### config.mk
export PLATFORM = sky130hd
export DESIGN_NAME = mos_bus_resolver
export DESIGN_NICKNAME = d
export VERILOG_FILES = /design/src/rtl/mos_bus_resolver.sv
export SDC_FILE = /design/constraint.sdc
export NUM_CORES = 1
export LEC_CHECK = 0
export BUFFER_PORTS_ARGS = -buffer_cell sky130_fd_sc_hd__buf_2
export CAP_MARGIN = 5
export CORE_MARGIN = 2
export CORE_UTILIZATION = 53
export DETAILED_ROUTE_END_ITERATION = 8
export PLACE_DENSITY_LB_ADDON = 0.08
export SLEW_MARGIN = 0
export SYNTH_ARGS = -nofsm -noshare
export SYNTH_HDL_FRONTEND = slang
export SYNTH_SLANG_ARGS = --single-unit
### constraint.sdc
create_clock -name clk -period 2.25 [get_ports clk]
set_input_delay 0.3375 -clock clk [delete_from_list [all_inputs] [get_ports clk]]
set_output_delay 0.3375 -clock clk [all_outputs]
set_load 0.02 [all_outputs]
### src/rtl/mos_bus_resolver.sv
// Switch-level bus resolver: NMOS/PMOS pass channels onto a shared bus,
// with per-bit strength resolution, a decaying keeper and contention stats.
module mos_bus_resolver #(
    parameter int             WIDTH       = 8,
    parameter int             NCH         = 4,
    parameter logic [NCH-1:0] NMOS_MASK   = {NCH{1'b1}},
    parameter int             KEEP_CYCLES = 4,
    parameter int             CNT_W       = 8
) (
    input  logic                 clk,
    input  logic                 rst,
    input  logic [NCH*WIDTH-1:0] a,
    input  logic [NCH-1:0]       c,
    input  logic                 clr_cnt,
    output logic [WIDTH-1:0]     bus_val,
    output logic [WIDTH-1:0]     bus_drv,
    output logic [WIDTH-1:0]     bus_weak,
    output logic [WIDTH-1:0]     bus_x,
    output logic [CNT_W-1:0]     cont_cnt,
    output logic                 cont_flag
);

    localparam int KW = (KEEP_CYCLES > 0) ? $clog2(KEEP_CYCLES + 1) : 1;
    localparam logic [KW-1:0] KLOAD =
        KW'((KEEP_CYCLES > 0) ? KEEP_CYCLES - 1 : 0);

    localparam logic [1:0] S_FLOAT = 2'd0;
    localparam logic [1:0] S_DRV   = 2'd1;
    localparam logic [1:0] S_KEPT  = 2'd2;
    localparam logic [1:0] S_CONT  = 2'd3;

    logic [WIDTH-1:0] cont_now;

    for (genvar b = 0; b < WIDTH; b++) begin : g_bit
        logic          s0, s1, w0, w1;
        logic          drv_now, val_now, weak_now;
        logic [1:0]    st;
        logic [KW-1:0] kcnt;
        logic          kval;
        logic          wk;

        always_comb begin
            s0 = 1'b0;
            s1 = 1'b0;
            w0 = 1'b0;
            w1 = 1'b0;
            for (int i = 0; i < NCH; i++) begin
                if (NMOS_MASK[i]) begin
                    if (c[i]) begin
                        if (a[i*WIDTH+b]) w1 = 1'b1;
                        else              s0 = 1'b1;
                    end
                end else if (!c[i]) begin
                    if (a[i*WIDTH+b]) s1 = 1'b1;
                    else              w0 = 1'b1;
                end
            end
        end

        // Any strong drive masks all weak drivers on this bit.
        always_comb begin
            cont_now[b] = 1'b0;
            drv_now     = 1'b0;
            val_now     = 1'b0;
            weak_now    = 1'b0;
            if (s0 || s1) begin
                cont_now[b] = s0 && s1;
                drv_now     = !(s0 && s1);
                val_now     = s1;
            end else if (w0 || w1) begin
                cont_now[b] = w0 && w1;
                drv_now     = !(w0 && w1);
                val_now     = w1;
                weak_now    = 1'b1;
            end
        end

        always_ff @(posedge clk) begin
            if (rst) begin
                st   <= S_FLOAT;
                kcnt <= '0;
                kval <= 1'b0;
                wk   <= 1'b0;
            end else if (cont_now[b]) begin
                st <= S_CONT;
            end else if (drv_now) begin
                st   <= S_DRV;
                kval <= val_now;
                wk   <= weak_now;
            end else if (KEEP_CYCLES > 0 &&
                         (st == S_DRV ||
                          (st == S_KEPT && kcnt != '0))) begin
                st   <= S_KEPT;
                kcnt <= (st == S_DRV) ? KLOAD : kcnt - KW'(1);
            end else begin
                st <= S_FLOAT;
            end
        end

        assign bus_drv[b]  = (st == S_DRV) || (st == S_KEPT);
        assign bus_val[b]  = bus_drv[b] && kval;
        assign bus_weak[b] = (st == S_KEPT) || (st == S_DRV && wk);
        assign bus_x[b]    = (st == S_CONT);
    end

    logic any_cont;
    assign any_cont = |cont_now;

    always_ff @(posedge clk) begin
        if (rst) begin
            cont_cnt  <= '0;
            cont_flag <= 1'b0;
        end else if (clr_cnt) begin
            cont_cnt  <= CNT_W'(any_cont);
            cont_flag <= any_cont;
        end else if (any_cont) begin
            if (cont_cnt != {CNT_W{1'b1}})
                cont_cnt <= cont_cnt + CNT_W'(1);
            cont_flag <= 1'b1;
        end
    end

endmodule

==> flow_summary.yaml, run 1 <==
synth:
  synth_cells: 346
  synth_edf_count: 0
  seq_area_frac_synth_pct: 33.13
  async_reset_ff_share_pct: 0
  synth_area_mm2: 0.002900
  ys_seq_elements: 48
  synth_cell_types: 26
  yosys.area.top_type: "dfxtp_1"
  synth_top_cells_by_area: "dfxtp_1 (33%), ha_1 (17%), inv_1 (7.4%)"
  synth.top_cell.area_share_pct: 33.13
  synth_area_per_cell_um2: 8.382
  ys_warn_count: 0
  synth_ff_type: "dfxtp_1"
  yosys-top-cells-count: "inv_1 (57), dfxtp_1 (48), a21oi_1 (40), ha_1 (40), nor2_1 (27)"
  yosysMostFrequentCell: "inv_1"
placement:
  port_buffers: 69
  hpwlAfterDp_um: 4262
  preCtsSetupSlack_ps: 420.1
  place_congestion: 0.8094
  place_area_mm2: 0.003258
setup_path:
  cp.required_ps: 1910
  cp_top_family: "flip-flops"
  critical_path_buf_inv_count: 2
  critPathLaunch: "g_bit[7].st[0]"
  cp.arrival_ps: 1320
  crit_chain: "inv_1 -> ha_1 -> nor2b_1 -> buf_2"
  critical-path-max-stage-delay_ps: 370
  worstPathMaxFanout: 3
  endpoint_kind: "output pin"
  worst_setup_path_start_kind: "flop"
  cp_slowest_cell: "dfxtp_1"
  reg2reg_from: "g_bit[2].kcnt[0]"
  cp.depth: 4
  worstReg2RegEnd: "g_bit[2].kcnt[1]"
  worstRegToRegCells: 7
  endpoint: "bus_val[7]"
  r2r_slack_ps: 700
  critPathKind: "reg2out"
clock_tree:
  cts_htree_levels: 2
  cts_buffers: 5
  cts.sinks: 48
  cts.clk_slew.worst_paths_ps: 90
  cts_resized: 0
  clk_latency_ps: 290
  cts_tree: "built"
  clockBufferDepth: 2
  cts_setup_buffers: 0
  cts_hold_buffers: 0
  cts_root_buf: "clkbuf_8"
floorplan:
  coreArea_mm2: 0.005205
  ios: 80
  die_x_um: 77.98
  initial_utilization_pct: 55.72
  rows: 26
  die_height_um: 77.98
  dieArea_mm2: 0.006080
sta:
  period_needed_ps: 1654
  layout_setup_ws_ps: 596.0
  setup-tns-final_ps: 0
  grt_setup_unrepaired: "no"
  slew_violations: 0
  fin_crit_sh_pct: 73.51
  hold_violations: 0
  skew_ps: 8.010
  max_freq_mhz: 604.6
  finalSetupViolations: 0
routing:
  drt_iter0_markers: 55
  vias: 2433
  drt-pass1-iter-count: 4
  drc: 0
  viasPerCell: 5.058
  wl_per_cell_um: 12.04
  ant_nets: 0
  wl_um: 5789
global_routing:
  grt_pass1_wl_um: 9867
  antenna_found_initial: 0
  grt_overflow: 0
  grt_pass1_vias: 2263
  grtUsageTotal_pct: 19.89
  grt_max_degree: 30
power:
  p_leak_uw: 0.001677
  power_density_mw_per_mm2: 493.9
  irDropWorstVdd_mv: 0.3434
worst_hold_path:
  hold_path.class: "in2reg"
  hold_start: "a[2]"
final_layout:
  fin_nets: 490
  areaGrowthSynthToFinish_pct: 15.01
  diodes: 0
  drive_gt1_share_pct: 20.44
  fin_area_mm2: 0.003336
run:
  max_cap_viol_count: 0
run_status:
  outcome: "finished, final reports clean"
worst register-to-register path, delay by kind of cell (launching register included):
kind | cells | cell delay, ps
flip-flops | 1 | 360
adder cells (fa/ha/maj) | 2 | 370
buffers and inverters | 1 | 50
AND/OR/NAND/NOR | 2 | 280
AO/OA/AOI/OAI | 2 | 420
power by group:
part | switching (µW) | total (µW) | internal (µW)
sequential | 20.6 | 894 | 874
clock | 268 | 479 | 212
combinational | 164 | 274 | 109
total | 453 | 1650 | 1190
stage by stage:
stage               power, µW  std cells  util, %  hold slack, ps
finish                   1648        481    64.09           304.9
global route             1739        481    64.09           307.1
CTS                      1669        481    64.09           297.7
detailed placement       1189        474    62.60           450.7
global placement         1184        474    62.60           451.3
floorplan                1112        354        -           428.3
per-layer routing:
metal | track usage, % | vias up | wire, µm
li1 | - | 1285 | -
met1 | 25.93 | 1077 | 2803
met2 | 34.22 | 64 | 2647
met3 | 3.488 | 7 | 287
met4 | 4.737 | 0 | 51
met5 | 0 | - | 0
kinds of logic after synthesis:
group	Yosys count	synth area share, %
flops	48	33.13
buf+inv	80	12.68
fa+ha+maj	40	17.26
other cells	1	0.1293
compound gates	103	23.30
simple gates	74	13.50
flip-flops by register name (all words and copies together) (netlist names):
register / count
g_bit.wk: 8
g_bit.st: 16
g_bit.kcnt: 24
worst min path at each step:
stage                       endpoint  cells past startpoint  slack (ps)
CTS                      g_bit[2].wk                      3         300
global placement    g_bit[3].kcnt[0]                      1         450
finish                   g_bit[2].wk                      3         300
global route             g_bit[4].wk                      3         310
floorplan                g_bit[7].wk                      1         430
detailed placement  g_bit[3].kcnt[0]                      1         450
final cells by class:
type	count	area [µm²]
well taps	70	87.58
fillers	480	1869
flip-flops and latches	48	960.9
repair buffers	73	387.9
clock buffers	6	72.57
multi-input cells	226	1608
clock inverters	1	5.005
inverters	57	214.0
placed cells by master, fill, tap and decap left out, types with 2 or more instances in the layout:
cell,n
nand2_1,7
a2111oi_0,7
nand2b_1,9
conb_1,9
a211oi_1,23
o21ai_0,6
a21oi_1,40
dfxtp_1,48
a21o_1,14
o22ai_1,9
buf_4,3
a2bb2oi_1,2
inv_1,57
clkbuf_8,5
nor2_1,27
a21oi_4,2
nand4_1,6
and3_1,6
nor2b_1,14
ha_1,40
buf_2,69
Power figures use the tool's default switching activity.
==> inputs of run 2 (changes only) <==
--- a/config.mk
+++ b/config.mk
@@ -5,10 +5,11 @@
 export SDC_FILE = /design/constraint.sdc
 export NUM_CORES = 1
 export LEC_CHECK = 0
+export ABC_AREA = 1
 export BUFFER_PORTS_ARGS = -buffer_cell sky130_fd_sc_hd__buf_2
 export CAP_MARGIN = 5
 export CORE_MARGIN = 2
-export CORE_UTILIZATION = 53
+export CORE_UTILIZATION = 54
 export DETAILED_ROUTE_END_ITERATION = 8
 export PLACE_DENSITY_LB_ADDON = 0.08
 export SLEW_MARGIN = 0
==> constraint.sdc (replaced) <==
create_clock -name clk -period 1.7 [get_ports clk]
set_input_delay 0.255 -clock clk [delete_from_list [all_inputs] [get_ports clk]]
set_output_delay 0.255 -clock clk [all_outputs]
set_load 0.02 [all_outputs]
==> flow_summary.yaml, run 2 <==
run_status:
  outcome: "finished, final reports clean"
setup_path:
  crit_chain: "inv_1 -> ha_1 -> nor2_1 -> buf_2"
  critPathKind: "reg2out"
  cp_top_family: "flip-flops"
  cp.arrival_ps: 1340
  endpoint_kind: "output pin"
  worstPathMaxFanout: 3
  cp.required_ps: 1440
  critical_path_buf_inv_count: 2
  cp_slowest_cell: "dfxtp_1"
  worst_setup_path_start_kind: "flop"
  critical-path-max-stage-delay_ps: 370
routing:
  wl_um: 6044
  drc: 0
  viasPerCell: 4.837
  wl_per_cell_um: 10.35
  drt_iter0_markers: 97
  vias: 2825
  ant_nets: 0
  drt-pass1-iter-count: 4
synth:
  ys_warn_count: 0
  async_reset_ff_share_pct: 0
  ys_seq_elements: 48
  synth.top_cell.area_share_pct: 29.91
  yosys.area.top_type: "dfxtp_1"
  synth_cell_types: 25
  synth_area_mm2: 0.003213
  seq_area_frac_synth_pct: 29.91
  yosysMostFrequentCell: "nand2_1"
  yosys-top-cells-count: "nand2_1 (102), inv_1 (80), dfxtp_1 (48), nor2_1 (42), ha_1 (40)"
  synth_edf_count: 0
  synth_top_cells_by_area: "dfxtp_1 (30%), ha_1 (16%), nand2_1 (12%)"
  synth_area_per_cell_um2: 7.353
  synth_cells: 437
  synth_ff_type: "dfxtp_1"
global_routing:
  grt_pass1_wl_um: 10540
  grt_overflow: 0
  grtUsageTotal_pct: 20.01
  grt_max_degree: 27
  grt_pass1_vias: 2507
  antenna_found_initial: 0
sta:
  holdWs_ps: 337.8
  max_freq_mhz: 628.7
  setup-tns-final_ps: 0
  grt_setup_unrepaired: "no"
  finalSetupViolations: 0
  fin_crit_sh_pct: 93.57
  skew_ps: 4.779
  slew_violations: 0
  hold_violations: 0
  period_needed_ps: 1591
clock_tree:
  cts_resized: 0
  cts_root_buf: "clkbuf_8"
  cts.clk_slew.worst_paths_ps: 80
  cts_htree_levels: 2
  cts_setup_buffers: 0
  cts_tree: "built"
  clockBufferDepth: 2
  cts.sinks: 48
  cts_hold_buffers: 0
  cts_buffers: 5
  clk_latency_ps: 290
floorplan:
  ios: 80
  dieArea_mm2: 0.006583
  die_x_um: 81.14
  coreArea_mm2: 0.005851
  rows: 28
  initial_utilization_pct: 54.92
  die_height_um: 81.14
worst_hold_path:
  hold_path.class: "in2reg"
final_layout:
  fin_nets: 587
  drive_gt1_share_pct: 20.43
  biggestRegsByFlops: "g_bit.kcnt (24), g_bit.st (16), g_bit.wk (8)"
  largest_reg_flops: 24
  areaGrowthSynthToFinish_pct: 12.93
  mostFrequentLayoutCell: "nand2_1"
  diodes: 0
  largest_register: "g_bit.kcnt"
  final_cell_mix: "nand2_1 (102), inv_1 (80), buf_2 (69)"
placement:
  port_buffers: 69
  place_congestion: 0.7685
  hpwlAfterDp_um: 4759
power:
  power_density_mw_per_mm2: 678.0
  p_leak_uw: 0.001951
  irDropWorstVdd_mv: 0.3324
run:
  max_cap_viol_count: 0
-- run 2: changes by cell type after synthesis, sizes merged, moves of 19 or more --
cell    before  now
nand2        7  108
a211oi      23    0
inv         57   80
nand3        0   20
nor2        27   46
-- run 2: kinds of logic after synthesis --
group / after synthesis / share of synthesized area (%)
adders and majority gates: 40 / 15.58
other: 1 / 0.1167
AOI/OAI and AO/OA: 66 / 13.20
buffers and inverters: 102 / 15.81
DFF: 48 / 29.91
and+or+nand+nor: 180 / 25.39
-- run 2: stage by stage --
stage	power (µW)	std cells	area, µm²	setup WS (ps)	utilization, %
after global routing	2622	584	3628	12.39	62.02
after CTS	2487	584	3628	71.00	62.02
after global placement	1790	576	3538	222.8	60.48
after floorplan	1677	445	3243	341.5	-
after detailed placement	1801	576	3538	180.0	60.48
final	2460	584	3628	109.4	62.02
-- run 2: worst paths after layout --
kind | from | end | slack, ps | cells past startpoint
hold / removal | a[14] | g_bit[6].wk | 340 | 4
setup / recovery | g_bit[4].st[0] | bus_val[4] | 110 | 4
setup reg to reg | g_bit[2].kcnt[0] | g_bit[2].kcnt[0] | 190 | 8
hold reg to reg | g_bit[1].kcnt[1] | g_bit[1].kcnt[1] | 470 | 2
-- run 2: power by group --
part	total, µW	leakage (µW)	internal [µW]	switching, µW
logic	569	0.00151	214	354
clock network	689	0.0000455	332	357
registers	1200	0.000392	1170	28.5
-- run 2: layer usage --
layer	vias up	share of wire (%)	global-route usage, %
li1	1499	-	-
met1	1241	48	25.24
met2	79	47	35.21
met3	6	4.0	3.333
met4	0	1.0	5.424
met5	-	0	0
-- run 2: worst register-to-register path, stage by stage (launching register included) --
cell and delay (ps):
dfxtp_1 330, inv_1 50, ha_1 190, ha_1 190
o21ai_0 310, nand3_4 150, nand2_1 80, nand2_1 50
nor2_1 90
-- run 2: final cells by class --
type / instances / area (µm²)
Tap cell: 75 / 93.84
Clock buffer: 8 / 90.09
Fill cell: 548 / 2222
Multi-Input combinational cell: 295 / 1774
Inverter: 81 / 304.0
Timing Repair Buffer: 77 / 405.4
Sequential cell: 48 / 960.9
